===== src/rtl/vdp_script_pkg.sv =====
`default_nettype none
// +----------------------------------------------------------------------+
// | vdp_script_pkg                                                       |
// | Shared opcodes, VDP port numbers and state encodings for the script  |
// | player and its bus writer.                                           |
// | Revision: 1.0                                                        |
// +----------------------------------------------------------------------+
package vdp_script_pkg;

  // Script opcodes (first byte of every command)
  localparam logic [7:0] OP_END  = 8'h00;
  localparam logic [7:0] OP_REG  = 8'h01;
  localparam logic [7:0] OP_PAL  = 8'h02;
  localparam logic [7:0] OP_ADDR = 8'h03;
  localparam logic [7:0] OP_DATA = 8'h04;
  localparam logic [7:0] OP_PORT = 8'h05;
  localparam logic [7:0] OP_WAIT = 8'h06;

  // VDP CPU bus port numbers
  localparam logic [1:0] VDP_PORT0 = 2'd0;  // VRAM data
  localparam logic [1:0] VDP_PORT1 = 2'd1;  // control
  localparam logic [1:0] VDP_PORT2 = 2'd2;  // palette
  localparam logic [1:0] VDP_PORT3 = 2'd3;  // indirect

  // Fetch/decode sequencer states
  typedef enum logic [2:0] {
    S_SDRAM = 3'd0,
    S_IDLE  = 3'd1,
    S_FETCH = 3'd2,
    S_CAPT  = 3'd3,
    S_WRITE = 3'd4,
    S_BUSW  = 3'd5,
    S_WAIT  = 3'd6
  } state_t;

  // Bus handshake states
  typedef enum logic [1:0] {
    W_IDLE = 2'd0,
    W_REQ  = 2'd1,
    W_ACK  = 2'd2,
    W_GAP  = 2'd3
  } wstate_t;

endpackage
`default_nettype wire


===== src/rtl/vdp_script_player_if.sv =====
`default_nettype none
// +----------------------------------------------------------------------+
// | vdp_script_player_if                                                 |
// | Write-only VDP CPU bus: request/acknowledge plus port and data.      |
// | Revision: 1.0                                                        |
// +----------------------------------------------------------------------+
interface vdp_script_player_if;
  logic       req;
  logic       ack;
  logic       wr;
  logic [1:0] address;
  logic [7:0] wdata;

  modport master (output req, output wr, output address, output wdata, input ack);
  modport slave  (input req, input wr, input address, input wdata, output ack);
endinterface
`default_nettype wire


===== src/rtl/vdp_bus_writer.sv =====
`default_nettype none
// +----------------------------------------------------------------------+
// | vdp_bus_writer                                                       |
// | One VDP bus write per go pulse: request, wait for ack, then hold off |
// | for a port-dependent idle gap and until ack has dropped.             |
// | Revision: 1.0                                                        |
// +----------------------------------------------------------------------+
module vdp_bus_writer
  import vdp_script_pkg::*;
#(
  parameter int GAP_W    = 10,
  parameter int REG_GAP  = 24,
  parameter int DATA_GAP = 1023
) (
  input  logic       clk,
  input  logic       n_reset,
  input  logic       enable,
  input  logic       go,
  input  logic [1:0] port,
  input  logic [7:0] data,
  input  logic       is_data,
  output logic       ready,
  vdp_script_player_if.master bus
);

  wstate_t          state, state_n;
  logic [GAP_W-1:0] gap, gap_n;
  logic             bus_req, bus_req_n;
  logic [1:0]       bus_port, bus_port_n;
  logic [7:0]       bus_byte, bus_byte_n;
  logic             port0_acc, port0_acc_n;

  // Handshake registers; everything freezes while enable is low
  always_ff @(posedge clk) begin
    if (!n_reset) begin
      state     <= W_IDLE;
      gap       <= '0;
      bus_req   <= 1'b0;
      bus_port  <= 2'd0;
      bus_byte  <= 8'd0;
      port0_acc <= 1'b0;
    end else if (enable) begin
      state     <= state_n;
      gap       <= gap_n;
      bus_req   <= bus_req_n;
      bus_port  <= bus_port_n;
      bus_byte  <= bus_byte_n;
      port0_acc <= port0_acc_n;
    end
  end

  // Next-state: launch, wait for ack, then count the gap and wait for ack low
  always_comb begin
    state_n     = state;
    gap_n       = gap;
    bus_req_n   = bus_req;
    bus_port_n  = bus_port;
    bus_byte_n  = bus_byte;
    port0_acc_n = port0_acc;
    case (state)
      W_IDLE: begin
        if (go) begin
          state_n     = W_REQ;
          bus_req_n   = 1'b1;
          bus_port_n  = port;
          bus_byte_n  = data;
          port0_acc_n = is_data;
        end
      end
      W_REQ: state_n = W_ACK;
      W_ACK: begin
        if (bus.ack) begin
          state_n   = W_GAP;
          bus_req_n = 1'b0;
          gap_n     = port0_acc ? GAP_W'(DATA_GAP) : GAP_W'(REG_GAP);
        end
      end
      W_GAP: begin
        if (gap != '0) begin
          gap_n = gap - 1'b1;
        end else if (!bus.ack) begin
          state_n = W_IDLE;
        end
      end
      default: state_n = W_IDLE;
    endcase
  end

  // Write-only master: wr simply follows req
  assign bus.req     = bus_req;
  assign bus.wr      = bus_req;
  assign bus.address = bus_port;
  assign bus.wdata   = bus_byte;
  assign ready       = (state == W_IDLE);

endmodule
`default_nettype wire


===== src/rtl/vdp_script_player.sv =====
`default_nettype none
// +----------------------------------------------------------------------+
// | vdp_script_player                                                    |
// | Fetches a byte-coded VDP init script from a synchronous ROM and      |
// | replays it as VDP bus writes, palette loads, VRAM loads and waits.   |
// | Revision: 1.0                                                        |
// +----------------------------------------------------------------------+
module vdp_script_player
  import vdp_script_pkg::*;
#(
  parameter int ROM_AW   = 14,
  parameter int GAP_W    = 10,
  parameter int REG_GAP  = 24,
  parameter int DATA_GAP = 1023
) (
  input  logic              clk,
  input  logic              n_reset,
  input  logic              start,
  input  logic              enable,
  input  logic              sdram_busy,
  vdp_script_player_if.master bus,
  output logic [ROM_AW-1:0] rom_address,
  input  logic [7:0]        rom_data,
  output logic              busy,
  output logic              done,
  output logic              error
);

  state_t            state, state_n;
  logic              start_q;
  logic              start_rise;
  logic [7:0]        op, op_n;
  logic [1:0]        step, step_n;     // byte index within the current command
  logic [15:0]       cnt, cnt_n;       // repeat count or wait cycles
  logic [7:0]        tmp, tmp_n;       // first operand held for a later access
  logic [1:0]        wr_port, wr_port_n;
  logic [7:0]        wr_data, wr_data_n;
  logic [ROM_AW-1:0] rom_address_n;
  logic              busy_n, done_n, error_n;
  logic              go;
  logic              ready;

  assign start_rise = start & ~start_q;

  // Sequencer registers; enable freezes everything except the SDRAM wait
  always_ff @(posedge clk) begin
    if (!n_reset) begin
      state       <= S_SDRAM;
      start_q     <= 1'b1;     // a start held through reset is not an edge
      op          <= 8'd0;
      step        <= 2'd0;
      cnt         <= 16'd0;
      tmp         <= 8'd0;
      wr_port     <= 2'd0;
      wr_data     <= 8'd0;
      rom_address <= '0;
      busy        <= 1'b0;
      done        <= 1'b0;
      error       <= 1'b0;
    end else if (enable || (state == S_SDRAM)) begin
      state       <= state_n;
      start_q     <= start;
      op          <= op_n;
      step        <= step_n;
      cnt         <= cnt_n;
      tmp         <= tmp_n;
      wr_port     <= wr_port_n;
      wr_data     <= wr_data_n;
      rom_address <= rom_address_n;
      busy        <= busy_n;
      done        <= done_n;
      error       <= error_n;
    end
  end

  // Fetch/decode: every byte goes FETCH -> CAPT, then decode picks the next move
  always_comb begin
    state_n       = state;
    op_n          = op;
    step_n        = step;
    cnt_n         = cnt;
    tmp_n         = tmp;
    wr_port_n     = wr_port;
    wr_data_n     = wr_data;
    rom_address_n = rom_address;
    busy_n        = busy;
    done_n        = done;
    error_n       = error;
    go            = 1'b0;
    case (state)
      S_SDRAM: begin
        if (!sdram_busy) state_n = S_IDLE;
      end
      S_IDLE: begin
        if (start_rise) begin
          rom_address_n = '0;
          busy_n        = 1'b1;
          done_n        = 1'b0;
          error_n       = 1'b0;
          step_n        = 2'd0;
          state_n       = S_FETCH;
        end
      end
      S_FETCH: state_n = S_CAPT;
      S_CAPT: begin
        if (rom_address == '1) begin
          error_n = 1'b1;
          busy_n  = 1'b0;
          state_n = S_IDLE;
        end else begin
          rom_address_n = rom_address + 1'b1;
          state_n       = S_FETCH;
          if (step == 2'd0) begin
            op_n   = rom_data;
            step_n = 2'd1;
            case (rom_data)
              OP_END: begin
                done_n  = 1'b1;
                busy_n  = 1'b0;
                state_n = S_IDLE;
              end
              OP_REG, OP_PAL, OP_ADDR, OP_DATA, OP_PORT, OP_WAIT: ;
              default: begin
                error_n = 1'b1;
                busy_n  = 1'b0;
                state_n = S_IDLE;
              end
            endcase
          end else begin
            case (op)
              OP_REG: begin
                if (step == 2'd1) begin
                  tmp_n  = rom_data;
                  step_n = 2'd2;
                end else begin
                  wr_port_n = VDP_PORT1;
                  wr_data_n = rom_data;
                  state_n   = S_WRITE;
                end
              end
              OP_ADDR: begin
                wr_port_n = VDP_PORT1;
                wr_data_n = (step == 2'd1) ? rom_data : {2'b01, rom_data[5:0]};
                state_n   = S_WRITE;
              end
              OP_PORT: begin
                if (step == 2'd1) begin
                  tmp_n  = rom_data;
                  step_n = 2'd2;
                end else begin
                  wr_port_n = tmp[1:0];
                  wr_data_n = rom_data;
                  state_n   = S_WRITE;
                end
              end
              OP_PAL: begin
                if (step == 2'd1) begin
                  cnt_n  = (rom_data == 8'd0) ? 16'd256 : {8'd0, rom_data};
                  step_n = 2'd2;
                end else begin
                  wr_port_n = VDP_PORT2;
                  wr_data_n = rom_data;
                  cnt_n     = cnt - 1'b1;
                  state_n   = S_WRITE;
                end
              end
              OP_DATA: begin
                if (step == 2'd1) begin
                  tmp_n  = rom_data;
                  step_n = 2'd2;
                end else if (step == 2'd2) begin
                  cnt_n  = {rom_data, tmp};
                  step_n = ({rom_data, tmp} == 16'd0) ? 2'd0 : 2'd3;
                end else begin
                  wr_port_n = VDP_PORT0;
                  wr_data_n = rom_data;
                  cnt_n     = cnt - 1'b1;
                  state_n   = S_WRITE;
                end
              end
              OP_WAIT: begin
                if (step == 2'd1) begin
                  tmp_n  = rom_data;
                  step_n = 2'd2;
                end else begin
                  cnt_n  = {rom_data, tmp};
                  step_n = 2'd0;
                  if ({rom_data, tmp} != 16'd0) state_n = S_WAIT;
                end
              end
              default: step_n = 2'd0;
            endcase
          end
        end
      end
      S_WRITE: begin
        go      = 1'b1;
        state_n = S_BUSW;
      end
      S_BUSW: begin
        if (ready) begin
          state_n = S_FETCH;
          step_n  = 2'd0;
          case (op)
            OP_REG: begin
              if (step == 2'd2) begin
                wr_data_n = {2'b10, tmp[5:0]};
                step_n    = 2'd3;
                state_n   = S_WRITE;
              end
            end
            OP_ADDR: if (step == 2'd1) step_n = 2'd2;
            OP_PAL:  if (cnt != 16'd0) step_n = 2'd2;
            OP_DATA: if (cnt != 16'd0) step_n = 2'd3;
            default: ;
          endcase
        end
      end
      S_WAIT: begin
        if ((cnt == 16'd1) || (cnt == 16'd0)) begin
          cnt_n   = 16'd0;
          step_n  = 2'd0;
          state_n = S_FETCH;
        end else begin
          cnt_n = cnt - 1'b1;
        end
      end
      default: state_n = S_IDLE;
    endcase
  end

  vdp_bus_writer #(
    .GAP_W    (GAP_W),
    .REG_GAP  (REG_GAP),
    .DATA_GAP (DATA_GAP)
  ) u_writer (
    .clk     (clk),
    .n_reset (n_reset),
    .enable  (enable),
    .go      (go),
    .port    (wr_port),
    .data    (wr_data),
    .is_data (wr_port == VDP_PORT0),
    .ready   (ready),
    .bus     (bus)
  );

endmodule
`default_nettype wire


===== src/flat_wrapper.sv =====
// flat-port wrapper written by rule: the top's interface ports become plain ports
module vdp_script_player_flat import vdp_script_pkg::*;
#(
  parameter int ROM_AW   = 14,
  parameter int GAP_W    = 10,
  parameter int REG_GAP  = 24,
  parameter int DATA_GAP = 1023
)
  (clk, n_reset, start, enable, sdram_busy, rom_address, rom_data, busy, done, error, bus_req, bus_wr, bus_address, bus_wdata, bus_ack);
  vdp_script_player_if bus_i ();
  input  logic clk;
  input  logic n_reset;
  input  logic start;
  input  logic enable;
  input  logic sdram_busy;
  output logic [ROM_AW-1:0] rom_address;
  input  logic [7:0] rom_data;
  output logic busy;
  output logic done;
  output logic error;
  output wire logic [$bits(bus_i.req)-1:0] bus_req;
  output wire logic [$bits(bus_i.wr)-1:0] bus_wr;
  output wire logic [$bits(bus_i.address)-1:0] bus_address;
  output wire logic [$bits(bus_i.wdata)-1:0] bus_wdata;
  input wire logic [$bits(bus_i.ack)-1:0] bus_ack;
  assign bus_req = bus_i.req;
  assign bus_wr = bus_i.wr;
  assign bus_address = bus_i.address;
  assign bus_wdata = bus_i.wdata;
  assign bus_i.ack = bus_ack;
  vdp_script_player #(.ROM_AW(ROM_AW), .GAP_W(GAP_W), .REG_GAP(REG_GAP), .DATA_GAP(DATA_GAP)) u_core (.clk(clk), .n_reset(n_reset), .start(start), .enable(enable), .sdram_busy(sdram_busy), .bus(bus_i), .rom_address(rom_address), .rom_data(rom_data), .busy(busy), .done(done), .error(error));
endmodule

===== config.mk =====
export PLATFORM = sky130hd
export DESIGN_NAME = vdp_script_player_flat
export DESIGN_NICKNAME = d
export VERILOG_FILES = /design/src/rtl/vdp_script_pkg.sv /design/src/rtl/vdp_script_player_if.sv /design/src/rtl/vdp_bus_writer.sv /design/src/rtl/vdp_script_player.sv /design/src/flat_wrapper.sv
export SDC_FILE = /design/constraint.sdc
export NUM_CORES = 1
export LEC_CHECK = 0
export CORE_MARGIN = 4
export CORE_UTILIZATION = 53
export DETAILED_ROUTE_END_ITERATION = 7
export GPL_TIMING_DRIVEN = 0
export PLACE_DENSITY_LB_ADDON = 0.1
export RECOVER_POWER = 25
export SLEW_MARGIN = 30
export SYNTH_ARGS = -nofsm -noshare
export SYNTH_HDL_FRONTEND = slang
export SYNTH_HIERARCHICAL = 1
export SYNTH_SLANG_ARGS = --single-unit

===== constraint.sdc =====
create_clock -name clk -period 2.3 [get_ports clk]
set_input_delay 0.23 -clock clk [delete_from_list [all_inputs] [get_ports clk]]
set_output_delay 0.23 -clock clk [all_outputs]
set_load 0.03 [all_outputs]

# --- Word-level counts from Yosys, hierarchy flattened ---
# Cells that the tools add are included.
word_totals:
  in_bits: 14
  out_inout_bits: 29
  elab_cells: 209
  register_bits: 89
classes:
  n_addsub: 3
  bitwise_logic: 4
  muxes: 89
  reduce_logical: 38
  eq_ne: 57
op_table:
  columns: ["operator", "n"]
  rows:
  - ["$mux 16", 7]
  - ["$mux 8", 9]
  - ["$eq 8x3->1 const B", 6]
  - ["$pmux 16 s3", 1]
  - ["$mux 2", 23]
  - ["$mux 3", 13]
  - ["$eq 8x2->1 const B", 4]
  - ["$logic_not 16->1", 2]
  - ["$pmux 16 s2", 1]
  - ["$pmux 2 s4", 4]
  - ["$reduce_bool 16->1", 2]
  - ["$mux 10", 3]
  - ["$mux 14", 2]
  - ["$pmux 14 s2", 1]
  - ["$ne 2x2->1 const B", 13]
  - ["$pmux 8 s3", 1]
  - ["$pmux 3 s7", 1]
  - ["$pmux 10 s2", 1]
  - ["$reduce_and 5->1", 4]
  - ["$eq 16x1->1 const B", 1]
  - ["$eq 8x1->1 const B", 2]
  - ["$pmux 8 s2", 1]
  - ["$reduce_and 4->1", 4]
  - ["$sub 16x1->16 const B", 1]
  - ["other kinds (40)", 84]

# --- Logic depth before layout (Yosys ltp) ---
logic_depth:
  word_depth: 8
  ltp_mapped: 10
  mapped_depth_nobuf: 8

# --- Hierarchy ---
# The synthesis kept the hierarchy.
modules_own_cells:
  columns: ["module", "area_per_inst_um2", "n_inst", "cells_per_inst", "seq_area_each_um2"]
  rows:
  - ["vdp_script_player", 3841.2, 1, 480, 1301.2]
  - ["vdp_bus_writer", 1301.2, 1, 156, 480.5]

# --- Worst setup path before layout ---
# No wires, ideal clock.
synth_path:
  path_type: "register -> register"
  start: "reg u_core.op[4]"
  end: "reg u_core.tmp[2]"
  required_ns: 2.172
  arrival_time_ns: 2.331
  path_slack_ns: -0.158
  synth_period_minus_slack_ns: 2.458
  path_buffers: 0
  path_stages_with_launch: 7
  setup_time_ns: 0.128
  cell_sequence: "dfxtp_1 or4_4 nor3_4 or3b_4 nor4_4 mux2i_1 nor2_1"
synth_via:
  elab_chain_len: 3
  elab_cells_between_ends: 6
  classes_between: "4 x eq/ne; 2 x reduce/logical"
synth_lines:
  columns: ["item", "line_no", "source"]
  rows:
  - ["start, declared", "vdp_script_player.sv:32", "logic [7:0] op, op_n;"]
  - ["start signal, assigned", "vdp_script_player.sv:63", "op <= op_n;"]
  - ["$eq 8x3->1 or $eq 8x1->1 (tied branches)", "vdp_script_player.sv:130", "case (op)"]
  - ["$reduce_or 4->1 (no source line) *", null, null]
  - ["$reduce_and 6->1 (no source line) *", null, null]
  - ["end signal, assigned", "vdp_script_player.sv:66", "tmp <= tmp_n;"]
  - ["end, declared", "vdp_script_player.sv:35", "logic [7:0] tmp, tmp_n;"]
# Mark *: on every way between the ends. The rest lies on a longest branch, timed or not.
# A chain may end at the register's enable or synchronous reset.

# --- Final worst setup path ---
layout_path:
  start: "reg u_core.op[4]"
  end: "reg u_core.tmp[1]"
# Same word-level chain as after synthesis.

==> impl_metrics.env <==
export IMPL_clk_path_buf_depth=2
export IMPL_yosysSeqAreaShare_pct=34.6
export IMPL_r2r_end="u_core/tmp[1]"
export IMPL_grt_most_used_layer="met2"
export IMPL_die_height_um=107
export IMPL_hold_path_end="u_core/op[1]"
export IMPL_fillCellCount=755
export IMPL_area_delta_synth_final_pct=28.5
export IMPL_wire_per_inst_um=18.2
export IMPL_core_sq_mm=0.00933
export IMPL_htree_levels=3
export IMPL_ys_ff_latch=89
export IMPL_synth_nets=661
export IMPL_arrival_ns=2.58
export IMPL_synthAdderAreaFrac_pct=2.68
export IMPL_clock_sinks=89
export IMPL_min_path_cells=3
export IMPL_hold_path_class="in2reg"
export IMPL_synth_xor_area_share_pct=2.21
export IMPL_portBuffers=40
export IMPL_synth_top_area_share_pct=34.6
export IMPL_p_sw_share_pct=28.2
export IMPL_grt_use_met1_pct=34.3
export IMPL_r2r_slack_ns=-0.05
export IMPL_peakVddDrop_v=0.000409
export IMPL_p_comb_share_pct=19.5
export IMPL_status="finished, violations left"
export IMPL_ys_warn_count=6
export IMPL_clock_skew_ns=0.00746
export IMPL_p_leak_nw=2.38
export IMPL_yosys_area_top_type="dfxtp_1"
export IMPL_total_power_mw=3.60
export IMPL_synth_edff_count=0
export IMPL_synth_ff_type="dfxtp_1"
export IMPL_io_pins=43
export IMPL_rsz0062_at_grt="yes"
export IMPL_grt_pass1_vias=5008
export IMPL_row_count=35
export IMPL_p_sw_mw=1.02
export IMPL_drc=0
export IMPL_drv_cap=0
export IMPL_grt_total_usage_pct=26.6
export IMPL_tns_ns=-0.194
export IMPL_postLayoutCellArea_sq_mm=0.00661
export IMPL_start_util_pct=55.1
export IMPL_die_area_sq_mm=0.0113
export IMPL_regArea_sq_mm=0.00179
export IMPL_period_share_pct=102
export IMPL_firstDrtPassIters=6
export IMPL_syn_cell_area_sq_mm=0.00514
export IMPL_hold_start="rom_data[1]"
export IMPL_diodes=0
export IMPL_synth_mux_area_share_pct=5.26
export IMPL_grt_max_degree=16
export IMPL_setup_viol=13
export IMPL_async_flop_share_pct=0
export IMPL_synth_simple_area_share_pct=26.9
export IMPL_viasPerCell=6.36
export IMPL_fmax_ghz=0.426
export IMPL_slew_headroom_pct=52.1
export IMPL_power_density_mw_per_mm2=545
export IMPL_die_w_um=107
export IMPL_grt_pass1_wl_mm=24.6
export IMPL_r2r_cells=7
export IMPL_cts_buffers=9
export IMPL_met2_usage_pct=43.7
export IMPL_dp_slack_ns=-0.658
export IMPL_multiInputGateArea_sq_mm=0.00342
export IMPL_worstMarginPinSlew_ns=0.714
export IMPL_worstSkewPairLatency_ns=0.36
export IMPL_utilization_pct=70.8
export IMPL_tritoncts="built"
export IMPL_r2r_start="u_core/op[4]"
export IMPL_cts_root_buf="clkbuf_8"
export IMPL_drv_slew=0
export IMPL_vias=5410
export IMPL_syn_area_per_cell_sq_um=8.09
export IMPL_fin_ws_ns=-0.0491
export IMPL_finalNetCount=742
export IMPL_p_seq_share_pct=43.7
export IMPL_final_antenna_net_count=0
export IMPL_synth_top_family_by_area="simple AND/OR/NAND/NOR gates"
export IMPL_synth_area_leaders="dfxtp_1 35%, nor2_1 5.8%, mux2i_1 5.3%"
export IMPL_clkPwrFrac_pct=36.7
export IMPL_syn_inst=636
export IMPL_finalHoldViolCount=0
export IMPL_crit_type="reg2reg"
export IMPL_post_route_cells_drive_above_1_share_pct=18.1
export IMPL_drt_iter0_drc=463
export IMPL_wl_mm=15.5
export IMPL_cp_end_kind="register"
export IMPL_p_int_mw=2.59
export IMPL_synth_compound_area_share_pct=23.2
export IMPL_start_kind="register"
export IMPL_cp_required_ns=2.53
export IMPL_cp_max_fo=8
export IMPL_antenna_found_initial=0
export IMPL_path_clk_slew_ns=0.08
export IMPL_fin_crit_ns=2.35
export IMPL_dp_final_hpwl_mm=10.4
export IMPL_synth_cell_type_count=73
export IMPL_violations="setup timing"
export IMPL_overflow=0
export IMPL_gp_congestion=0.950
export IMPL_post_dp_cell_area_sq_mm=0.00574
export IMPL_met3_usage_pct=4.55
[metrics by stage]
step | instances | hold slack (ns)
floorplan | 636 | 0.353
global placement | 805 | 0.446
detailed placement | 805 | 0.451
CTS | 835 | 0.312
global route | 851 | 0.362
finish | 851 | 0.328
[cells in the final DEF (no fill, tap or decap), types with 5 or more instances in the layout]
cell type,netlist,routed
nand3_1,20,20
buf_4,1,31
clkdlybuf4s50_1,0,17
a22oi_1,5,5
nor4_1,17,12
o21a_1,5,5
o21ai_0,28,17
a31oi_1,13,12
nor2_1,80,78
or2_2,6,5
nor3_2,2,5
nor4_4,1,7
o41ai_1,9,9
ha_1,11,9
dfxtp_1,89,83
clkbuf_8,0,12
o21ai_1,0,5
and3_1,5,5
nor2b_1,6,6
a21oi_1,35,33
o22ai_1,6,5
o21ai_2,0,6
nand2b_1,8,7
nor3_1,17,14
clkbuf_1,32,24
dlygate4sd3_1,0,22
nand4_1,6,6
mux2i_1,27,26
xnor2_1,9,9
clkbuf_2,0,5
or3_1,7,7
a211oi_1,13,11
inv_1,26,25
dfxtp_2,0,6
a32o_1,12,11
nand2_1,53,50
[critical path: stages, from the launching register on]
cell,delay [ns]
dfxtp_2,0.33
or4_4,0.56
nor3_4,0.21
or3b_4,0.45
nor4_4,0.22
buf_12,0.18
mux2i_1,0.21
nor2_1,0.06
[cell families after synthesis]
| logic type | Yosys count |
|---|---|
| xor gates and xnor gates | 13 |
| adders and majority gates | 11 |
| and+or+nand+nor | 263 |
| DFF | 89 |
| AOI/OAI and AO/OA | 167 |
| muxes | 27 |
| buffers and inverters | 66 |
[synth_stat cells, types with 17 or more instances]
library cell,count
dfxtp_1,89
nor2_1,80
nand2_1,53
a21oi_1,35
clkbuf_1,32
o21ai_0,28
mux2i_1,27
inv_1,26
nand3_1,20
nor3_1,17
nor4_1,17
[repair_timing]
| item | CTS | global route |
|---|---|---|
| gates cloned | 2 | 1 |
| pin swaps | 20 | 19 |
| endpoints found under the setup margin | 55 | 68 |
| setup buffers | 15 | 15 |
| gates resized for setup | 58 | 36 |
| hold buffers | 0 | 0 |
[registers in the layout (all words and copies together), names as in the netlist]
signal and cells:
u_core/cnt 16, u_core/u_writer/bus.req 1, u_core/busy 1, u_core/u_writer/bus.wdata 8
u_core/u_writer/bus.address 2, u_core/u_writer/state 2, u_core/state 3, u_core/error 1
u_core/u_writer/gap 10, u_core/start_q 1, u_core/done 1, u_core/step 2
u_core/rom_address 14, u_core/tmp 8, u_core/u_writer/port0_acc 1, u_core/op 8
u_core/wr_data 8, u_core/wr_port 2
[routing by layer]
metal	share of wire (%)	routed length, um
met1	43	6650
met2	47	7230
met3	6.8	1050
met4	3.5	544
met5	0	0
[layout make-up]
| cell class | count | share of cell area (%) |
|---|---|---|
| plain buffers | 37 | 3.24 |
| inverters | 26 | 1.48 |
| multi-input cells | 481 | 51.8 |
| well taps | 129 | 2.44 |
| clock inverters | 4 | 1.50 |
| repair buffers | 73 | 10.3 |
| flip-flops and latches | 89 | 27.1 |
| clock buffers | 12 | 2.20 |
[worst max-delay path by stage]
stage                       from                endpoint  slack (ns)  cells past startpoint
global placement          enable  u_core/rom_address[12]       -0.61                      6
global route        u_core/op[4]           u_core/tmp[1]       -0.15                      7
floorplan           u_core/op[7]           u_core/tmp[2]       -0.13                      6
detailed placement        enable  u_core/rom_address[12]       -0.66                      6
CTS                 u_core/op[4]       u_core/wr_port[1]       -0.10                      7
finish              u_core/op[4]           u_core/tmp[1]       -0.05                      7
[power by group through the flow]
stage	sequential, mW	combinational [mW]	clock, mW
2_1_floorplan	1.61	0.388	0
3_3_place_gp	1.61	0.546	0
3_5_place_dp	1.61	0.552	0
4_1_cts	1.58	0.654	1.36
5_1_grt	1.58	0.746	1.42
6_report	1.58	0.704	1.32
(Power assumes the default switching activity.)
